File: src/rtl/tqvp_uart_bus_bridge.sv
`default_nettype none
// ============================================================================
// Module      : tqvp_uart_bus_bridge
// Description : UART command bridge acting as initiator on the TinyQV
//               peripheral bus. A frame CMD, ADDR[, DATA x1/2/4] received
//               from the UART becomes one bus read or write. The reply
//               (0xA5 ack plus read data, or 0xEE nak) goes back through
//               the UART transmitter one byte at a time.
//
// Ports       : clk, rst            clock, asynchronous active-high reset
//               rx_valid, rx_data   received byte strobe and value
//               tx_en, tx_data      transmit start pulse and byte
//               tx_busy             transmitter busy
//               bus_address         peripheral address (held when idle)
//               bus_wdata           write data, LSB-first assembled
//               bus_write_n         11 idle, 00/01/10 = 8/16/32-bit write
//               bus_read_n          11 idle, 00/01/10 = 8/16/32-bit read
//               bus_rdata           read data
//               bus_ready           read data valid
//               active              transaction in progress
//
// Revision    : 1.0  initial release
// ============================================================================
module tqvp_uart_bus_bridge #(
    parameter int FRAME_TIMEOUT = 640000,
    parameter int READ_TIMEOUT  = 255
) (
    input  logic        clk,
    input  logic        rst,
    input  logic        rx_valid,
    input  logic [7:0]  rx_data,
    output logic        tx_en,
    output logic [7:0]  tx_data,
    input  logic        tx_busy,
    output logic [5:0]  bus_address,
    output logic [31:0] bus_wdata,
    output logic [1:0]  bus_write_n,
    output logic [1:0]  bus_read_n,
    input  logic [31:0] bus_rdata,
    input  logic        bus_ready,
    output logic        active
);

    // Counter widths: the frame counter counts 0..FRAME_TIMEOUT-1 idle
    // cycles, the read counter counts 0..READ_TIMEOUT-1 strobe cycles.
    localparam int c_FT_W = (FRAME_TIMEOUT > 1) ? $clog2(FRAME_TIMEOUT) : 1;
    localparam int c_RT_W = (READ_TIMEOUT > 1) ? $clog2(READ_TIMEOUT) : 1;

    localparam logic [c_FT_W-1:0] c_FT_LAST = c_FT_W'(FRAME_TIMEOUT - 1);
    localparam logic [c_RT_W-1:0] c_RT_LAST = c_RT_W'(READ_TIMEOUT - 1);
    localparam logic [c_FT_W-1:0] c_FT_ONE  = c_FT_W'(1);
    localparam logic [c_RT_W-1:0] c_RT_ONE  = c_RT_W'(1);

    localparam logic [7:0] c_ACK     = 8'hA5;
    localparam logic [7:0] c_NAK     = 8'hEE;
    localparam logic [1:0] c_BUS_IDL = 2'b11;

    localparam logic [2:0] c_ST_IDLE   = 3'd0;
    localparam logic [2:0] c_ST_ADDR   = 3'd1;
    localparam logic [2:0] c_ST_WDATA  = 3'd2;
    localparam logic [2:0] c_ST_BUS_WR = 3'd3;
    localparam logic [2:0] c_ST_BUS_RD = 3'd4;
    localparam logic [2:0] c_ST_RESP   = 3'd5;
    localparam logic [2:0] c_ST_TX_GAP = 3'd6;

    logic [2:0]        r_state;
    logic [2:0]        w_state_nxt;
    logic              r_wr;
    logic [1:0]        r_sz;
    logic [1:0]        r_byte_idx;
    logic [31:0]       r_wbuf;
    logic [c_FT_W-1:0] r_frame_cnt;
    logic [c_RT_W-1:0] r_rd_cnt;
    // Response queue: byte 0 is sent first; up to ack + 4 data bytes.
    logic [39:0]       r_resp_q;
    logic [2:0]        r_resp_cnt;

    logic              w_cmd_ok;
    logic [1:0]        w_last_idx;
    logic              w_wr_last;
    logic              w_frame_expired;
    logic              w_rd_strobe;
    logic              w_wr_strobe;
    logic              w_rd_expired;
    logic [31:0]       w_wbuf_nxt;

    assign w_cmd_ok        = (rx_data[6:2] == 5'd0) && (rx_data[1:0] != 2'b11);
    assign w_last_idx      = (r_sz == 2'b00) ? 2'd0 : (r_sz == 2'b01) ? 2'd1 : 2'd3;
    assign w_wr_last       = (r_byte_idx == w_last_idx);
    assign w_frame_expired = !rx_valid && (r_frame_cnt == c_FT_LAST);
    assign w_rd_strobe     = (bus_read_n != c_BUS_IDL);
    assign w_wr_strobe     = (bus_write_n != c_BUS_IDL);
    assign w_rd_expired    = (r_rd_cnt == c_RT_LAST);

    // Write buffer with the incoming byte merged into its lane, so the last
    // byte and the earlier ones reach bus_wdata in the same update.
    always_comb begin
        w_wbuf_nxt = r_wbuf;
        w_wbuf_nxt[{r_byte_idx, 3'b000} +: 8] = rx_data;
    end

    // Next-state logic. BUS_WR and BUS_RD spend their first cycle with the
    // strobe still idle so address/data are settled one cycle before it.
    always_comb begin
        w_state_nxt = r_state;
        case (r_state)
            c_ST_IDLE: begin
                if (rx_valid) begin
                    w_state_nxt = w_cmd_ok ? c_ST_ADDR : c_ST_RESP;
                end
            end
            c_ST_ADDR: begin
                if (rx_valid) begin
                    w_state_nxt = r_wr ? c_ST_WDATA : c_ST_BUS_RD;
                end else if (w_frame_expired) begin
                    w_state_nxt = c_ST_IDLE;
                end
            end
            c_ST_WDATA: begin
                if (rx_valid) begin
                    if (w_wr_last) begin
                        w_state_nxt = c_ST_BUS_WR;
                    end
                end else if (w_frame_expired) begin
                    w_state_nxt = c_ST_IDLE;
                end
            end
            c_ST_BUS_WR: begin
                if (w_wr_strobe) begin
                    w_state_nxt = c_ST_RESP;
                end
            end
            c_ST_BUS_RD: begin
                if (w_rd_strobe && (bus_ready || w_rd_expired)) begin
                    w_state_nxt = c_ST_RESP;
                end
            end
            c_ST_RESP: begin
                if (r_resp_cnt == 3'd0) begin
                    w_state_nxt = c_ST_IDLE;
                end else if (!tx_busy) begin
                    w_state_nxt = c_ST_TX_GAP;
                end
            end
            c_ST_TX_GAP: begin
                w_state_nxt = c_ST_RESP;
            end
            default: begin
                w_state_nxt = c_ST_IDLE;
            end
        endcase
    end

    always_ff @(posedge clk or posedge rst) begin
        if (rst) begin
            r_state <= c_ST_IDLE;
        end else begin
            r_state <= w_state_nxt;
        end
    end

    // Datapath and registered outputs.
    always_ff @(posedge clk or posedge rst) begin
        if (rst) begin
            tx_en       <= 1'b0;
            tx_data     <= 8'h00;
            bus_address <= 6'd0;
            bus_wdata   <= 32'd0;
            bus_write_n <= c_BUS_IDL;
            bus_read_n  <= c_BUS_IDL;
            active      <= 1'b0;
            r_wr        <= 1'b0;
            r_sz        <= 2'b00;
            r_byte_idx  <= 2'd0;
            r_wbuf      <= 32'd0;
            r_frame_cnt <= '0;
            r_rd_cnt    <= '0;
            r_resp_q    <= 40'd0;
            r_resp_cnt  <= 3'd0;
        end else begin
            tx_en <= 1'b0;
            case (r_state)
                c_ST_IDLE: begin
                    if (rx_valid) begin
                        active      <= 1'b1;
                        r_wr        <= rx_data[7];
                        r_sz        <= rx_data[1:0];
                        r_frame_cnt <= '0;
                        if (!w_cmd_ok) begin
                            r_resp_q   <= {32'd0, c_NAK};
                            r_resp_cnt <= 3'd1;
                        end
                    end
                end
                c_ST_ADDR, c_ST_WDATA: begin
                    if (rx_valid) begin
                        r_frame_cnt <= '0;
                    end else begin
                        r_frame_cnt <= r_frame_cnt + c_FT_ONE;
                    end
                    if (w_frame_expired) begin
                        active <= 1'b0;
                    end
                    if (rx_valid && (r_state == c_ST_ADDR)) begin
                        bus_address <= rx_data[5:0];
                        r_byte_idx  <= 2'd0;
                        r_wbuf      <= 32'd0;
                    end
                    if (rx_valid && (r_state == c_ST_WDATA)) begin
                        r_wbuf     <= w_wbuf_nxt;
                        r_byte_idx <= r_byte_idx + 2'd1;
                        if (w_wr_last) begin
                            bus_wdata <= w_wbuf_nxt;
                        end
                    end
                end
                c_ST_BUS_WR: begin
                    if (!w_wr_strobe) begin
                        bus_write_n <= r_sz;
                    end else begin
                        bus_write_n <= c_BUS_IDL;
                        r_resp_q    <= {32'd0, c_ACK};
                        r_resp_cnt  <= 3'd1;
                    end
                end
                c_ST_BUS_RD: begin
                    if (!w_rd_strobe) begin
                        bus_read_n <= r_sz;
                        r_rd_cnt   <= '0;
                    end else if (bus_ready) begin
                        bus_read_n <= c_BUS_IDL;
                        r_resp_q   <= {bus_rdata, c_ACK};
                        r_resp_cnt <= (r_sz == 2'b00) ? 3'd2 :
                                      (r_sz == 2'b01) ? 3'd3 : 3'd5;
                    end else if (w_rd_expired) begin
                        bus_read_n <= c_BUS_IDL;
                        r_resp_q   <= {32'd0, c_NAK};
                        r_resp_cnt <= 3'd1;
                    end else begin
                        r_rd_cnt <= r_rd_cnt + c_RT_ONE;
                    end
                end
                c_ST_RESP: begin
                    if (r_resp_cnt == 3'd0) begin
                        active <= 1'b0;
                    end else if (!tx_busy) begin
                        tx_en      <= 1'b1;
                        tx_data    <= r_resp_q[7:0];
                        r_resp_q   <= {8'd0, r_resp_q[39:8]};
                        r_resp_cnt <= r_resp_cnt - 3'd1;
                    end
                end
                default: begin
                end
            endcase
        end
    end

endmodule
`default_nettype wire
File: config.mk
export PLATFORM = sky130hd
export DESIGN_NAME = tqvp_uart_bus_bridge
export DESIGN_NICKNAME = d
export VERILOG_FILES = /design/src/rtl/tqvp_uart_bus_bridge.sv
export SDC_FILE = /design/constraint.sdc
export NUM_CORES = 1
export LEC_CHECK = 0
export BUFFER_PORTS_ARGS = -buffer_cell sky130_fd_sc_hd__buf_4
export CORE_MARGIN = 4
export CORE_UTILIZATION = 26
export DETAILED_ROUTE_END_ITERATION = 16
export PLACE_DENSITY = 0.42
export SLEW_MARGIN = 40
export SYNTH_ARGS = -nofsm -noshare
export SYNTH_HDL_FRONTEND = slang
export SYNTH_SLANG_ARGS = --single-unit
export TNS_END_PERCENT = 10
File: constraint.sdc
create_clock -name clk -period 9.2 [get_ports clk]
set_input_delay 0.92 -clock clk [delete_from_list [all_inputs] [get_ports clk]]
set_output_delay 0.92 -clock clk [all_outputs]
set_load 0.01 [all_outputs]
==> flow_summary.json, run 1 <==
{
  "outcome": "finished, final reports clean",
  "cts.clk_slew.worst_paths_ns": 0.07,
  "setup_viol": 0,
  "initial_core_util_pct": 26.5,
  "drv_cap": 0,
  "dr.first_iter.drc_count": 421,
  "power_leakage_nw": 4.34,
  "synth_nets": 804,
  "crit_slowest_cell": "buf_4",
  "worstSetupPathType": "flip-flop to flip-flop",
  "root_buffer": "clkbuf_16",
  "antenna_left": 0,
  "drc": 0,
  "num_antenna_cells": 0,
  "ff2ff_setup_slack_ns": 6.28,
  "critical_path.endpoint": "r_resp_q[29]",
  "wl_per_cell_um": 16.7,
  "wirelength_um": 20400,
  "synth_edf_count": 0,
  "die_y_um": 182,
  "async_reset_ff_share_pct": 100,
  "end_kind": "flip-flop",
  "synthDistinctLibCells": 62,
  "grt_usage_pct": 12.4,
  "crit_path_max_fanout": 43,
  "io_pins": 97,
  "vias": 5652,
  "cts_sinks": 163,
  "die_area_um2": 33100,
  "cp.required_ns": 9.52,
  "startpoint_type": "flip-flop",
  "cts_tree": "built",
  "p_per_area_nw_per_um2": 305,
  "drive_gt1_share_pct": 23.3,
  "postCtsSetupRepairBufs": 0,
  "power_mw": 2.92,
  "clock_skew_ns": 0.0128,
  "place.detailed.hpwl_um": 13500,
  "setup-tns-final_ns": 0,
  "ys_seq_area_share_pct": 51.9,
  "viasPerCell": 4.61,
  "rsz0062_at_grt": "no",
  "slowest_delay_ns": 0.62,
  "hp-class": "flip-flop to flip-flop",
  "grt_max_degree": 109,
  "period_needed_ns": 2.92,
  "r2r_end": "r_resp_q[29]",
  "final-hold-violation-count": 0,
  "num_rows": 63,
  "clockBufferDepth": 2,
  "synth_warnings": 0,
  "tightest_slew_ns": 0.774,
  "ys.flop_type": "dfrtp_1",
  "reg2reg_depth": 6,
  "clk_latency_ns": 0.42,
  "clock.fmax_mhz": 342,
  "finalCritPeriodShare_pct": 31.7,
  "r2r-start": "r_state[0]",
  "first_pass_iters": 4,
  "syn2layout_area_growth_pct": 22.0,
  "nets": 879,
  "ir_drop_v": 0.000164,
  "cp.arrival_ns": 3.24,
  "port_buffers": 96,
  "die_w_um": 182,
  "ys_ff_latch": 163,
  "antenna_found_initial": 0,
  "htreeDepth": 4,
  "cts-buffers-inserted": 17,
  "cts_resized": 0,
  "cts_hold_buffers": 0,
  "first_global_vias": 5679,
  "drv_slew": 0,
  "gp_congestion": 0.728,
  "slew_headroom_pct": 48.4,
  "grt_pass1_wl_um": 33100,
  "crit_chain": "nor3_1 > o21ai_1 > or3b_4 > a21oi_4 > buf_4 > mux2_2",
  "overflow": 0,
  "synthesis.area_um2": 7860,
  "cp-startpoint": "r_state[0]",
  "postSynthCellCount": 749,
  "design.core.area_um2": 29700,
  "syn_avg_cell_area_um2": 10.5
}
## cell families (layout without fill, tap and decap cells)
| logic type | after synthesis | count (layout) | share of synthesized area [%] |
|---|---|---|---|
| adder cells (fa/ha/maj) | 10 | 10 | 1.59 |
| buffers and inverters | 76 | 164 | 4.27 |
| AND/OR/NAND/NOR | 217 | 217 | 13.9 |
| flip-flops | 163 | 163 | 51.9 |
| multiplexers | 60 | 60 | 9.39 |
| AO/OA/AOI/OAI | 216 | 216 | 18.2 |
| XOR/XNOR | 7 | 7 | 0.780 |
## cells in the final DEF (no fill, tap or decap), drive strengths merged, types with 11 or more instances in the layout
master	n
o21ai	43
nand2	59
a21oi	79
dfrtp	159
nand3	19
clkbuf	18
a22o	50
nor3	11
inv	37
mux2i	19
buf	101
mux2	41
nor2	55
nor2b	44
## routing by layer
| metal | vias up | track usage (%) | routed length (µm) |
|---|---|---|---|
| met4 | 0 | 2.97 | 154 |
| li1 | 2815 | - | - |
| met2 | 90 | 18.6 | 9220 |
| met1 | 2739 | 18.5 | 10400 |
| met5 | - | 0 | 0 |
| met3 | 8 | 2.50 | 625 |
## area by class of cell
cell class	instances	area, µm²
clock buffers	18	429
clock inverters	14	218
fillers	3014	20100
inverters	31	129
multi-input cells	510	3480
flip-flops and latches	163	4080
well taps	390	488
repair buffers	101	762
## how the worst min path moves through the flow
stage | slack [ns] | to | from | depth (start not counted)
3_3_place_gp | 0.47 | active | active | 1
4_1_cts | 0.50 | active | active | 1
5_1_grt | 0.50 | r_wbuf[1] | r_wbuf[1] | 1
2_1_floorplan | 0.45 | r_frame_cnt[5] | r_frame_cnt[5] | 1
6_report | 0.49 | r_wbuf[2] | r_wbuf[2] | 1
3_5_place_dp | 0.47 | r_wbuf[1] | r_wbuf[1] | 1
## power by group
group	internal [mW]	switching [mW]	total, mW
combinational	0.487	0.567	1.05
clock	0.466	0.329	0.795
sequential	0.914	0.160	1.07
## state kept, by name, indices dropped and copies added (netlist names), 3 cells and up
register     count
r_frame_cnt     20
bus_address      6
r_state          3
r_resp_q        40
r_wbuf          32
r_resp_cnt       3
bus_wdata       32
tx_data          8
r_rd_cnt         8
## worst max-delay path: cells and delay by family (launching register included)
family          cells  cell delay, ns
buf+inv             1            0.62
mux                 1            0.41
flops               1            0.61
simple gates        2            0.80
compound gates      2            0.33
## stage by stage
stage,area [µm²],hold slack [ns],util (%),std cells,setup slack (ns)
after floorplan,7860,0.445,-,749,3.88
after global placement,8900,0.469,30.0,1195,6.06
after detailed placement,8940,0.474,30.1,1195,6.02
after CTS,9580,0.495,32.2,1227,6.29
after global routing,9590,0.501,32.3,1227,6.07
final,9590,0.492,32.3,1227,6.28
## synthesized netlist by cell type, drive strengths merged, types with 2 or more instances
cell type / instances / area [µm²]
mux2i: 19 / 190
o211ai: 7 / 57.6
a21oi: 79 / 407
and3: 3 / 18.8
nand3: 19 / 95.1
nand4: 5 / 31.3
nor3: 11 / 70.1
nor2b: 44 / 275
o31ai: 4 / 30.0
and4: 2 / 17.5
dfstp: 4 / 105
nor2: 55 / 206
nor4: 3 / 18.8
buf: 21 / 126
xor2: 2 / 17.5
mux2: 41 / 548
nand2b: 3 / 18.8
inv: 31 / 116
ha: 10 / 125
a211oi: 4 / 30.0
clkbuf: 24 / 92.6
nand2: 59 / 221
o22a: 3 / 26.3
or4: 4 / 30.0
a22o: 50 / 438
o21ai: 43 / 215
a41oi: 3 / 33.8
xnor2: 5 / 43.8
a21o: 7 / 52.6
dfrtp: 159 / 3980
or3: 2 / 12.5
a31oi: 3 / 18.8
o311ai: 2 / 17.5
No activity file was read; power rests on OpenSTA's default activity.
==> inputs of run 2 (changes only) <==
- ABC_AREA: unset -> 1
- PLACE_DENSITY: 0.42 -> 0.43
- clock period: 9.2 -> 2.5 ns (I/O delays scaled with it)
==> run 2 against run 1 <==
Against the previous run: synthesized cell count rose by 26%; sequential share of layout area decreased by 1.6 points; final area up 3.9%; critical path depth increased by 2; clock skew rose by 0.0046 ns; clock power increased to 3.3 times the previous value; die area rose by 3.9%; first-iteration DRC count down 11%; sequential power rose to 4.0 times the previous value; critical endpoint is now bus_wdata[20]; largest power group is now combinational logic.
==> flow_summary.json, run 2 <==
{
  "ir_drop_v": 0.000624,
  "grt_pass1_wl_um": 35100,
  "p_sw_share_pct": 41.5,
  "p_per_area_nw_per_um2": 1210,
  "vias": 6437,
  "ff2ff_setup_slack_ns": 0.43,
  "yosysMostFrequentCell": "nand2_1",
  "syn2layout_area_growth_pct": 21.9,
  "outcome": "finished, final reports clean",
  "tightest_slew_ns": 0.529,
  "drive_gt1_share_pct": 24.5,
  "p_clk_share_pct": 21.9,
  "first_global_vias": 6405,
  "layout_common_cells": "nand2_1 (214), dfrtp_1 (159), inv_1 (123), buf_4 (104), nor2_1 (58)",
  "path_depth": 8,
  "r2r_end": "bus_wdata[20]",
  "nets": 1097,
  "crit_family": "simple AND/OR/NAND/NOR gates",
  "postCtsSetupRepairBufs": 0,
  "critical_path.endpoint": "bus_wdata[20]",
  "port_buffers": 96,
  "end_kind": "flip-flop",
  "overflow": 0,
  "drv_slew": 0,
  "setup-tns-final_ns": 0,
  "power_leakage_nw": 4.56,
  "dr.first_iter.drc_count": 373,
  "viasPerCell": 4.44,
  "initial_core_util_pct": 26.5,
  "async_reset_ff_share_pct": 100,
  "synthDistinctLibCells": 40,
  "cts_sinks": 163,
  "slew_headroom_pct": 64.5,
  "cp-startpoint": "r_byte_idx[0]",
  "drv_cap": 0,
  "stdcell_area_um2": 9970,
  "antenna_found_initial": 0,
  "postSynthCellCount": 946,
  "reg2reg_depth": 8,
  "clock.fmax_mhz": 484,
  "first_pass_iters": 5,
  "ys_ff_latch": 163,
  "crit_chain": "inv_2 > ha_1 > inv_1 > nor3_1 > inv_1 > o22ai_1 > nand2_1 > nand2_1",
  "hp-class": "primary input to flip-flop",
  "place.detailed.hpwl_um": 14500,
  "finalCritPeriodShare_pct": 82.7,
  "final-hold-violation-count": 0,
  "die_area_um2": 34400,
  "ys.flop_type": "dfrtp_1",
  "htreeDepth": 4,
  "dp.cells": 1418,
  "power_mw": 12.0,
  "clock_skew_ns": 0.0174,
  "seqPwrFrac_pct": 35.9,
  "period_needed_ns": 2.07,
  "synthTopCellsByCount": "nand2_1 (214), dfrtp_1 (159), inv_1 (124)",
  "cts.clk_slew.worst_paths_ns": 0.07,
  "gr-usage-met3_pct": 2.40,
  "gp_congestion": 0.775,
  "r2r-start": "r_byte_idx[0]",
  "rsz0062_at_grt": "no",
  "netlist.area_leader.share_pct": 48.6,
  "slowest_delay_ns": 0.41,
  "regMostFlops": "r_resp_q",
  "worstSetupPathType": "flip-flop to flip-flop",
  "grt_usage_pct": 12.7,
  "wl_per_cell_um": 14.3,
  "num_rows": 64,
  "antenna_left": 0,
  "die_y_um": 185,
  "busiest_layer": "met1",
  "grt_max_degree": 83,
  "synth_warnings": 0,
  "cp.arrival_ns": 2.43,
  "crit_buf_inv": 3,
  "io_pins": 97,
  "clk_latency_ns": 0.43,
  "clockBufferDepth": 2,
  "num_antenna_cells": 0,
  "wirelength_um": 20800,
  "postPlaceCellArea_um2": 9360,
  "synth_edf_count": 0,
  "crit_slowest_cell": "nor3_1",
  "switching_power_mw": 4.99,
  "reg.largest.list": "r_resp_q: 40 flops, bus_wdata: 32 flops, r_wbuf: 32 flops",
  "largest_reg_flops": 40,
  "synth_nets": 1001,
  "design.core.area_um2": 30800,
  "root_buffer": "clkbuf_16",
  "synth_largest_area_cell": "dfrtp_1",
  "drc": 0,
  "cts_tree": "built",
  "p_int_mw": 7.03,
  "cts_hold_buffers": 1,
  "stdcell_count": 1451,
  "setup_viol": 0,
  "ys_seq_area_share_pct": 49.9,
  "die_w_um": 185,
  "synthesis.area_um2": 8180,
  "crit_path_max_fanout": 11,
  "cp.required_ns": 2.86,
  "holdWs_ns": 0.0872,
  "synthTopCellsByArea": "dfrtp_1 (49%), nand2_1 (9.8%), inv_1 (5.7%), o21ai_2 (4.3%), o22ai_1 (3.4%)",
  "pwr-share-comb_pct": 42.2,
  "cts_resized": 0,
  "startpoint_type": "flip-flop",
  "final_common_cell": "nand2_1",
  "met1_usage_pct": 19.2,
  "syn_avg_cell_area_um2": 8.65,
  "cts-buffers-inserted": 17,
  "grt_util_met2_pct": 18.8
}
run 2: changes by cell type after synthesis, moves of 40 or more:
cell / delta
nand2_1: +155
nor2b_1: -44
o22ai_1: +44
nand2_2: +40
o21ai_2: +40
inv_1: +94
a21oi_1: -66
run 2: area by class of cell:
class                      count  area (µm²)
clock inverter                14         155
clock buffer                  18         439
inverter                     139         526
fill                        3236       20900
sequential                   163        4080
multi-input combinational    609        3340
timing repair buffer         112         931
tap                          396         495
run 2: cell families (layout without fill, tap and decap cells):
kind of cell	Yosys count	count (layout)	share of synthesized area [%]
simple gates	380	380	21.0
compound gates	202	202	16.2
buf+inv	174	283	9.27
flops	163	163	49.9
fa+ha+maj	10	10	1.53
mux	9	9	1.22
xor+xnor	8	8	0.857
run 2: per-stage QoR:
step / util (%) / setup slack (ns)
floorplan: - / 0.182
global placement: 30.4 / 0.396
detailed placement: 30.4 / 0.428
CTS: 32.3 / 0.403
global route: 32.3 / 0.127
finish: 32.3 / 0.432
run 2: worst min path at each step:
stage,from,end,cells after the start
floorplan,bus_rdata[25],r_resp_q[33],2
global placement,bus_wdata[11],bus_wdata[11],2
detailed placement,rst,bus_wdata[23],3
CTS,bus_rdata[27],r_resp_q[35],3
global route,bus_rdata[31],r_resp_q[39],3
finish,bus_rdata[27],r_resp_q[35],3
run 2: worst reg2reg max path, delay by kind of cell (launching register included):
family                     cells  cell delay, ns
and+or+nand+nor                3            0.58
buffers and inverters          3            0.42
adders and majority gates      1            0.41
DFF                            1            0.39
AOI/OAI and AO/OA              1            0.21
run 2: power groups by stage:
stage	clock (mW)	combinational (mW)	sequential [mW]
floorplan	0	3.55	4.42
global placement	0	5.13	4.37
detailed placement	0	5.15	4.37
CTS	2.74	5.18	4.32
global route	2.85	5.74	4.46
finish	2.64	5.07	4.31
run 2: per-layer routing:
layer / share of wire (%) / wire length (µm)
met1: 51 / 10600
met2: 44 / 9250
met3: 3.6 / 749
met4: 0.77 / 161
met5: 0 / 0
